===== src/rtl/level_sequencer.sv =====
`default_nettype none
// =============================================================================
// level_sequencer : level, row-speed and row-width controller for block stacking
// Revision: 1.0
// =============================================================================
module level_sequencer #(
    parameter int unsigned NUM_LEVELS   = 15,
    parameter int unsigned LEVEL_W      = 6,
    parameter int unsigned SPEED_W      = 11,
    parameter int unsigned BASE_SPEED   = 60,
    parameter int unsigned SPEED_STEP   = 4,
    parameter int unsigned MIN_SPEED    = 12,
    parameter int unsigned MAX_BLOCKS   = 3,
    parameter int unsigned BLOCK_W      = 4,
    parameter int unsigned SHRINK_EVERY = 5
) (
    input  logic               clk,
    input  logic               resetn,
    input  logic               go,
    input  logic               place_valid,
    input  logic [BLOCK_W-1:0] place_blocks,
    output logic [SPEED_W-1:0] speed_count,
    output logic [BLOCK_W-1:0] num_blocks,
    output logic [LEVEL_W-1:0] curr_level,
    output logic [LEVEL_W-1:0] best_level,
    output logic               playing,
    output logic               game_won,
    output logic               game_over
);

    localparam logic [1:0] ST_WAIT = 2'd0;
    localparam logic [1:0] ST_PLAY = 2'd1;
    localparam logic [1:0] ST_WON  = 2'd2;
    localparam logic [1:0] ST_LOST = 2'd3;

    localparam int unsigned SHR_W = (SHRINK_EVERY > 1) ? $clog2(SHRINK_EVERY) : 1;

    localparam logic [LEVEL_W-1:0] LEVEL_ONE   = LEVEL_W'(1);
    localparam logic [LEVEL_W-1:0] LEVEL_LAST  = LEVEL_W'(NUM_LEVELS);
    localparam logic [SPEED_W-1:0] SPEED_BASE  = SPEED_W'(BASE_SPEED);
    localparam logic [SPEED_W-1:0] SPEED_MIN   = SPEED_W'(MIN_SPEED);
    localparam logic [SPEED_W-1:0] SPEED_DEC   = SPEED_W'(SPEED_STEP);
    localparam logic [SPEED_W:0]   SPEED_THR   = (SPEED_W + 1)'(MIN_SPEED + SPEED_STEP);
    localparam logic [BLOCK_W-1:0] BLOCK_ONE   = BLOCK_W'(1);
    localparam logic [BLOCK_W-1:0] BLOCK_MAX   = BLOCK_W'(MAX_BLOCKS);
    localparam logic [SHR_W-1:0]   SHRINK_LAST = SHR_W'(SHRINK_EVERY - 1);
    localparam logic [SHR_W-1:0]   SHRINK_ONE  = SHR_W'(1);

    logic [1:0]         state_q,   state_d;
    logic [LEVEL_W-1:0] level_q,   level_d;
    logic [LEVEL_W-1:0] best_q,    best_d;
    logic [SPEED_W-1:0] speed_q,   speed_d;
    logic [BLOCK_W-1:0] blocks_q,  blocks_d;
    logic [BLOCK_W-1:0] cap_q,     cap_d;
    logic [SHR_W-1:0]   shrink_q,  shrink_d;
    logic               playing_q, won_q, over_q;

    // Values a successful (non-final) placement would produce
    logic [BLOCK_W-1:0] eff_w;
    logic [LEVEL_W-1:0] level_inc_w;
    logic [LEVEL_W-1:0] best_adv_w;
    logic [SPEED_W-1:0] speed_adv_w;
    logic               shrink_wrap_w;
    logic [SHR_W-1:0]   shrink_adv_w;
    logic [BLOCK_W-1:0] cap_adv_w;
    logic [BLOCK_W-1:0] blocks_adv_w;

    always_comb begin
        eff_w         = (place_blocks < blocks_q) ? place_blocks : blocks_q;
        level_inc_w   = level_q + LEVEL_ONE;
        best_adv_w    = (best_q > level_inc_w) ? best_q : level_inc_w;
        // Widened compare keeps MIN_SPEED + SPEED_STEP from overflowing SPEED_W
        speed_adv_w   = ({1'b0, speed_q} >= SPEED_THR) ? (speed_q - SPEED_DEC) : SPEED_MIN;
        shrink_wrap_w = (shrink_q == SHRINK_LAST);
        shrink_adv_w  = shrink_wrap_w ? '0 : (shrink_q + SHRINK_ONE);
        if (shrink_wrap_w) begin
            cap_adv_w = (cap_q > BLOCK_ONE) ? (cap_q - BLOCK_ONE) : BLOCK_ONE;
        end else begin
            cap_adv_w = cap_q;
        end
        blocks_adv_w  = (eff_w < cap_adv_w) ? eff_w : cap_adv_w;
    end

    always_comb begin
        state_d  = state_q;
        level_d  = level_q;
        best_d   = best_q;
        speed_d  = speed_q;
        blocks_d = blocks_q;
        cap_d    = cap_q;
        shrink_d = shrink_q;

        case (state_q)
            ST_WAIT: begin
                if (go) begin
                    state_d = ST_PLAY;
                end
            end
            ST_PLAY: begin
                if (place_valid) begin
                    if (eff_w == '0) begin
                        state_d = ST_LOST;
                    end else if (level_q == LEVEL_LAST) begin
                        state_d = ST_WON;
                    end else begin
                        state_d  = ST_WAIT;
                        level_d  = level_inc_w;
                        best_d   = best_adv_w;
                        speed_d  = speed_adv_w;
                        blocks_d = blocks_adv_w;
                        cap_d    = cap_adv_w;
                        shrink_d = shrink_adv_w;
                    end
                end
            end
            ST_WON, ST_LOST: begin
                // Restart lands in WAIT with the high-water level kept
                if (go) begin
                    state_d  = ST_WAIT;
                    level_d  = LEVEL_ONE;
                    speed_d  = SPEED_BASE;
                    blocks_d = BLOCK_MAX;
                    cap_d    = BLOCK_MAX;
                    shrink_d = '0;
                end
            end
            default: begin
                state_d = ST_WAIT;
            end
        endcase
    end

    always_ff @(posedge clk or negedge resetn) begin
        if (!resetn) begin
            state_q   <= ST_WAIT;
            level_q   <= LEVEL_ONE;
            best_q    <= LEVEL_ONE;
            speed_q   <= SPEED_BASE;
            blocks_q  <= BLOCK_MAX;
            cap_q     <= BLOCK_MAX;
            shrink_q  <= '0;
            playing_q <= 1'b0;
            won_q     <= 1'b0;
            over_q    <= 1'b0;
        end else begin
            state_q   <= state_d;
            level_q   <= level_d;
            best_q    <= best_d;
            speed_q   <= speed_d;
            blocks_q  <= blocks_d;
            cap_q     <= cap_d;
            shrink_q  <= shrink_d;
            playing_q <= (state_d == ST_PLAY);
            won_q     <= (state_d == ST_WON);
            over_q    <= (state_d == ST_LOST);
        end
    end

    assign speed_count = speed_q;
    assign num_blocks  = blocks_q;
    assign curr_level  = level_q;
    assign best_level  = best_q;
    assign playing     = playing_q;
    assign game_won    = won_q;
    assign game_over   = over_q;

endmodule
`default_nettype wire

===== config.mk =====
export PLATFORM = sky130hd
export DESIGN_NAME = level_sequencer
export DESIGN_NICKNAME = d
export VERILOG_FILES = /design/src/rtl/level_sequencer.sv
export SDC_FILE = /design/constraint.sdc
export NUM_CORES = 1
export LEC_CHECK = 0
export CAP_MARGIN = 20
export CORE_AREA = 5 5 83 85
export CTS_CLUSTER_SIZE = 28
export DETAILED_ROUTE_END_ITERATION = 6
export DIE_AREA = 0 0 88 90
export PLACE_DENSITY = 0.65
export SETUP_SLACK_MARGIN = 0.4
export SLEW_MARGIN = 20
export SYNTH_ARGS = -nofsm -noshare
export SYNTH_HDL_FRONTEND = slang
export SYNTH_SLANG_ARGS = --single-unit

===== constraint.sdc =====
create_clock -name clk -period 8.2 [get_ports clk]
set_input_delay 1.64 -clock clk [delete_from_list [all_inputs] [get_ports clk]]
set_output_delay 1.64 -clock clk [all_outputs]
set_load 0.01 [all_outputs]

==> results of run 1 <==
routing by layer:
layer  global-route usage, %  vias up  share of wire (%)  routed length, um
met2                    23.3       36                 48               2480
li1                        -      983                  -                  -
met1                    18.4      954                 47               2440
met5                       0        -                  0                  0
met4                    3.07        0               0.56                 29
met3                    3.38        3                4.0                204
flip-flops by register name, indices dropped and copies added (netlist names):
register / cells
curr_level: 6
shrink_q: 3
state_q: 2
game_won: 1
playing: 1
num_blocks: 4
cap_q: 4
game_over: 1
speed_count: 9
best_level: 6
Yosys cell counts, drive strengths merged, types with 3 or more instances:
| cell type | instances | share of area, % |
|---|---|---|
| dfrtp | 27 | 27 |
| nor2 | 25 | 4.0 |
| ha | 20 | 10 |
| inv | 20 | 3.0 |
| nand2 | 19 | 3.1 |
| o21ai | 18 | 4.4 |
| a21oi | 13 | 2.9 |
| dfstp | 10 | 11 |
| nand3 | 10 | 2.0 |
| mux2i | 9 | 3.7 |
| nor3 | 8 | 1.6 |
| buf | 7 | 2.6 |
| o31ai | 6 | 3.0 |
| a211oi | 5 | 1.7 |
| and3 | 5 | 1.5 |
| nor2b | 5 | 1.3 |
| a31oi | 4 | 1.0 |
| mux2 | 4 | 1.8 |
| nor4 | 3 | 1.0 |
| o21a | 3 | 0.96 |
| or3 | 3 | 0.76 |
critical path: cells and delay by family:
kind | cells | cell delay [ps]
adders and majority gates | 2 | 530
muxes | 1 | 380
and+or+nand+nor | 5 | 810
AOI/OAI and AO/OA | 3 | 680
buffers and inverters | 1 | 450
worst paths after layout:
kind,cells after the start,endpoint,from
max,12,num_blocks[2],place_blocks[2]
min,2,best_level[0],best_level[0]
max reg2reg,12,num_blocks[2],num_blocks[1]
min reg2reg,2,best_level[0],best_level[0]
max in group asynchronous,1,best_level[2],resetn
min in group asynchronous,1,game_won,resetn
final cells by class:
cell class / instances / area, um^2
sequential: 37 / 938
clock inverter: 2 / 10.0
timing repair buffer: 35 / 345
multi-input combinational: 192 / 1390
inverter: 20 / 75.1
tap: 77 / 96.3
clock buffer: 6 / 72.6
fill: 586 / 3200
power breakdown:
group          switching [mW]  internal (mW)
combinational           0.389          0.320
clock                  0.0632         0.0589
sequential             0.0909          0.273
total                   0.544          0.651
stage by stage:
step,power (mW),setup WS (ps),std cells
finish,1.19,3840,369
floorplan,0.873,4260,256
global route,1.31,3590,369
CTS,1.21,3840,369
detailed placement,1.08,3540,361
global placement,1.07,3630,361
cell families after synthesis:
kind of cell    count (synthesis)
fa+ha+maj                      20
simple gates                   85
buf+inv                        27
xor+xnor                        4
other cells                     1
compound gates                 68
mux                            13
flops                          37
==> flow_results.org, run 1 <==
** Logic synthesis
- Compound-cell area share of the yosys netlist :: 21.5%
- The share of the Yosys chip area taken by registers is 38.1%.
- Post-synthesis instance area :: 2470 um^2
- Dominant combinational cell family by area after synthesis :: compound AO/OA/AOI/OAI gates
- Counting every instance in the synthesized netlist gives 255.
- Arithmetic-cell share of the synthesized area counting full adders, half adders and majority gates :: 10.1%
- In the synthesized netlist the async set-or-reset flop fraction comes to 100%.
- Of the total synthesized cell area, the portion taken by AND, OR, NAND and NOR gates is 17.7%.
- Library cells used by synthesis :: 56
- Multiplexer share of the synthesized area :: 5.48%
- Number of synthesized register bits :: 37
- In the synthesized netlist the dominant register cell turns out to be sky130_fd_sc_hd__dfrtp_1.
- Xor-xnor portion of the synthesized cell area :: 1.42%
- EDFF count, synth :: 0
- Syn. warnings :: 0
- A synthesized cell averages about 9.7 um^2.

** Worst setup path
- Worst-path maximum fanout :: 5
- Walking the worst path, the cells encountered are clkdlybuf4s50_1 -> ha_1 -> nor3_1 -> or2_1 -> nor2_2 -> mux2_2 -> ha_1 -> a21oi_1 -> nand2b_1 -> o31ai_2 -> or3_1 -> o211ai_1.
- At the worst endpoint, the required time is 8360 ps.
- Kind of end point of the critical path :: flip-flop
- Critical Path Max Stage Delay :: 450 ps
- STA classifies the critical path startpoint as a primary input.
- Worst setup path class :: in -> reg
- Critical path data arrival time :: 4510 ps
- The most numerous cell type found on the critical path is sky130_fd_sc_hd__ha_1.
- The slowest stage of the critical path belongs to the cell sky130_fd_sc_hd__clkdlybuf4s50_1.
- Across all register-to-register paths, the minimum setup slack is 5090 ps.

** Detailed routing
- Final wirelength :: 5150 um
- Dividing the detail-routed via count by the number of cells gives 5.36.
- The detailed router placed 1,976 vias in this run.
- Pre-antenna DRT Iters :: 4
- Remaining antenna violation count :: 0
- After the first detailed-routing iteration, the DRC count stood at a little under 60.
- DRC violation count after routing :: 0
- Dividing the detail-routed wire length by the instance count gives roughly 14 um.

** STA
- Number of endpoints with negative hold slack in the final report :: 0
- Setup violations remaining at the end of the flow were counted as 0.
- Post-route setup TNS :: 0 ps
- After layout, the minimum clock period comes to 4360 ps.
- Final worst path period share :: 53.1%
- Worst Tran Pin Value :: 1100 ps
- Headroom to the max-slew limit :: 26.5%
- Setup repair after global routing missed its margin :: false
- Worst hold margin :: between 500 and 600 ps
- Fin. max-slew vios :: 0
- Skew final :: 3.99 ps
- Static timing analysis puts the maximum clock frequency at 230 MHz.

** GRT
- Entering global routing, the biggest net connects 38 pins.
- The number of global-route vias before repair was slightly below 2k.
- Initial antenna violation count :: 0
- The total overflow left after global routing is 0.
- Global routing used between 10% and 20% of the available tracks across all layers.
- The first global-routing pass estimated 9090 um of wire.

** Placed design
- The placed instances occupy a cell area of 2850 um^2.
- Final RePlAce weighted congestion :: 0.852
- The wire-length estimate of the detail-placed layout is about 3900 um.
- During placement, the flow inserted port buffers numbering 35.

** Floorplan
- In this run the count of I/O pins placed on the die edge is 38.
- From bottom edge to top edge, the die measures 90 um.
- The total area inside the core boundary comes to around 6100 um^2.
- The die covers 7920 um^2.
- The floorplan step set the die width to just under 90 um.
- After floorplanning, the core was divided into 29 placement rows.
- Once the floorplan was initialized, standard cells occupied about 40% of the core.

** Power and ir drop
- Leakage Power :: 1.30 nW
- PwrDens :: 408 nW/um^2
- Maximum VDD drop :: about 0.00017 V

** Clocking
- Clock tree synthesis selected as its root buffer the cell sky130_fd_sc_hd__clkbuf_8.
- CTS H-tree depth :: 2
- The clock passes through at most 2 buffers.
- Number of buffers created by CTS :: 5
- Number of setup buffers added after CTS :: 0
- After clock tree synthesis, the clock-pin slew on the worst setup and hold paths is 70 ps.
- At the later pin of the worst-skew pair, clock insertion delay measures 290 ps.
- TritonCTS clock tree :: built
- Gates resized during post-CTS repair numbered 0.
- After clock tree synthesis, the flow added hold-fix buffers numbering 0.
- Clock Sink Count :: 37

** Finish
- # nets final :: around 320
- Commonest non-fill, non-tap cell in the layout :: sky130_fd_sc_hd__clkdlybuf4s50_1
- Area growth, synth to finish :: 18.8%
- Measured on the finished design, the core utilization comes to 47.8%.
- Design Area, Final :: 2930 um^2
- Ant diodes :: 0
- Fraction of final layout cells with drive strength greater than 1 :: approximately 15%
- Most frequent cells in the layout :: sky130_fd_sc_hd__clkdlybuf4s50_1 (34), sky130_fd_sc_hd__dfrtp_1 (27), sky130_fd_sc_hd__nor2_1 (23)

** Min path
- Class of the tightest hold or removal check :: reg -> reg

** Outcome
- Run status :: finished clean

** Job
- Max-cap violations in this run came to 0.
(Power assumes the default switching activity.)
==> run 2: changes to the inputs <==
- clock period: 8.2 -> 4.3 ns (I/O delays scaled with it)
==> run 2 against run 1 <==
Compared with the run above:
- combinational power is 96% higher
- cell count is 0.54% higher
- utilization is 1.1 points higher
- cell area is 2.3% higher
- non-clock buffer count is 2 higher
- die area stayed put
- count of clock-buffer cells in the layout is 1 lower
- worst setup slack worse by 3100 ps
- hold slack better by 3.6 ps
- critical endpoint unchanged
==> flow_results.org, run 2 (synthesized netlist as in run 1, its figures left out) <==
** STA
- Worst Tran Pin Value :: about 850 ps
- Setup repair after global routing left no endpoint under its margin.
- Measured against its own limit, the worst slew margin works out to 43.6%.
- Setup violations remaining at the end of the flow were counted as 0.
- Static timing analysis puts the maximum clock frequency at about 280 MHz.
- Number of endpoints with negative hold slack in the final report :: 0
- The final critical path takes up 83.6% of the cycle.
- The max-slew violation count came to 0.
- Post-route setup TNS :: 0 ps
- Skew final :: between 4 and 5 ps
- PnR worst setup slack :: between 700 and 800 ps
- The worst path needs approximately 3600 ps of the cycle, external delays included.

** Detailed routing
- Final wirelength :: 5390 um
- Pre-antenna DRT Iters :: 4
- The count of nets left with antenna violations once routing finished came out at 0.
- DR vias/cell :: between 5 and 6
- DRC violation count after routing :: 0
- For this block, the initial DRC count from the detailed router was 84.
- Average detailed-routed wire length per instance :: 14.5 um
- The routed layout has between 2k and 2.5k vias.

** Power and ir drop
- Leakage Power :: ~1.3 nW
- Maximum VDD drop :: 0.000314 V
- Int Pwr :: roughly 1.4 mW
- Overall power consumption after layout is estimated at 2.44 mW.
- Power share of the combinational group :: 57.2%
- In this run the power density over the cells is 814 nW/um^2.
- Fraction of power spent switching nets :: 43.8%
- Switching component of the power :: roughly 1.1 mW
- Of the total power, the clock network draws 15.0%.
- Register share of total power :: 27.9%

** Clocking
- Buffers added to address setup during post-CTS repair amount to 0.
- Clock insertion delay at the later pin of the skew report :: 290 ps
- The number of clock buffers added by TritonCTS is 5.
- Total of cells resized after clock tree synthesis :: 0
- TritonCTS clock tree :: built
- In this run the clock root is driven by a sky130_fd_sc_hd__clkbuf_8.
- Clock Sink Count :: 37
- CTS H-tree depth :: 2
- Clock-pin slew was measured on the worst setup and hold paths at 80 ps.
- In this run the deepest clock path goes through 2 buffers.
- Hold Buf Count CTS :: 0

** Floorplan
- From left edge to right edge, the die measures a little under 90 um.
- Num ports :: 38
- Placeable core region :: 6130 um^2
- After floorplanning, the core was divided into 29 placement rows.
- The floorplan step defined a die boundary enclosing ~7900 um^2.
- The die is 90 um tall.
- Once the floorplan was initialized, standard cells occupied 40.2% of the core.

** Placed design
- Final RePlAce weighted congestion :: 0.821
- HPWL after detailed placement :: 4010 um
- After detailed placement, the total cell area comes to 2860 um^2.
- Port buffer count :: 35
- Timing analysis after detailed placement gives a worst setup slack of 450 ps.

** Outcome
- The flow ran to the end, and the final reports show no timing, DRC or antenna violations.

** GRT
- For this run, the total global-route usage over all layers was measured as 14.7%.
- Largest net degree at the start of global routing :: 38
- The number of global-route vias before repair was 2,016.
- Gr ovfl total :: 0
- The first global-routing pass estimated between 9000 and 10,000 um of wire.
- Initial antenna violation count :: 0

** Finish
- Fill cells in the final layout number 591.
- # nets final :: 321
- Fraction of final layout cells with drive strength greater than 1 :: 16.3%
- Most frequent cells in the layout :: sky130_fd_sc_hd__clkdlybuf4s50_1 (34), sky130_fd_sc_hd__dfrtp_1 (27), sky130_fd_sc_hd__nor2_1 (23)
- Design Area, Final :: 3000 um^2
- Commonest non-fill, non-tap cell in the layout :: sky130_fd_sc_hd__clkdlybuf4s50_1
- Max reg flops :: 9
- Area growth, synth to finish :: 21.5%
- Ant diodes :: 0

** Job
- Max-cap violations in this run came to 0.

** Worst setup path
- The worst setup path is launched from a primary input.
- Worst Path Required :: 4470 ps
- Critical path data arrival time :: between 3000 and 4000 ps
- Worst setup path class :: in -> reg
- STA classifies the critical path endpoint as a flip-flop.
- Along the worst path, the maximum fanout reaches 5.

** Min path
- The min-delay analysis places its worst path in the category reg -> reg.
run 2: cell types whose count changed in the layout (fill, tap and decap cells not counted):
cell	delta
sky130_fd_sc_hd__clkinv_2	-1
sky130_fd_sc_hd__clkbuf_1	-1
sky130_fd_sc_hd__bufinv_16	+2
sky130_fd_sc_hd__buf_4	+2
run 2: power groups by stage:
| stage | combinational, mW | sequential (mW) | clock [mW] |
|---|---|---|---|
| after CTS | 1.41 | 0.682 | 0.374 |
| after detailed placement | 1.40 | 0.687 | 0 |
| after global routing | 1.56 | 0.711 | 0.388 |
| after floorplan | 0.961 | 0.703 | 0 |
| after global placement | 1.37 | 0.683 | 0 |
| final | 1.39 | 0.680 | 0.365 |
run 2: worst max-delay path, cell delays in order:
cell                              delay [ps]
sky130_fd_sc_hd__clkdlybuf4s50_1         450
sky130_fd_sc_hd__ha_1                    330
sky130_fd_sc_hd__nor3_1                   60
sky130_fd_sc_hd__or2_1                   280
sky130_fd_sc_hd__nor2_2                  220
sky130_fd_sc_hd__mux2_2                  380
sky130_fd_sc_hd__ha_1                    190
sky130_fd_sc_hd__a21oi_1                 260
sky130_fd_sc_hd__nand2b_1                100
sky130_fd_sc_hd__o31ai_2                 380
sky130_fd_sc_hd__or3_1                   170
sky130_fd_sc_hd__o211ai_1                 80
run 2: cell type report:
class	instances	area [um^2]	area share (%)
clock buffer	5	68.8	2.30
clock inverter	3	65.1	2.17
inverter	20	75.1	2.51
multi-input combinational	192	1390	46.5
sequential	37	938	31.3
tap	77	96.3	3.22
timing repair buffer	37	360	12.0
run 2: stage by stage:
stage	util (%)	hold WS [ps]	std cells
4_1_cts	48.9	513	371
5_1_grt	48.9	525	371
3_3_place_gp	46.7	492	363
2_1_floorplan	-	498	256
3_5_place_dp	46.7	500	363
6_report	48.9	504	371
run 2: worst paths after layout:
path | from | depth (start not counted) | slack (ps) | to
worst max-delay path | place_blocks[2] | 12 | 700 | num_blocks[2]
worst min-delay path | best_level[0] | 2 | 500 | best_level[0]
worst max register to register | num_blocks[1] | 12 | 1140 | num_blocks[2]
worst min register to register | best_level[0] | 2 | 500 | best_level[0]
max in group asynchronous | resetn | 1 | 3100 | speed_count[10]
min in group asynchronous | resetn | 1 | 670 | game_over
run 2: routing by layer:
metal | up-vias | GRT usage (%) | share of wire (%)
li1 | 995 | - | -
met1 | 969 | 18.5 | 45
met2 | 33 | 24.6 | 49
met3 | 8 | 3.11 | 3.9
met4 | 0 | 4.73 | 1.4
met5 | - | 0 | 0
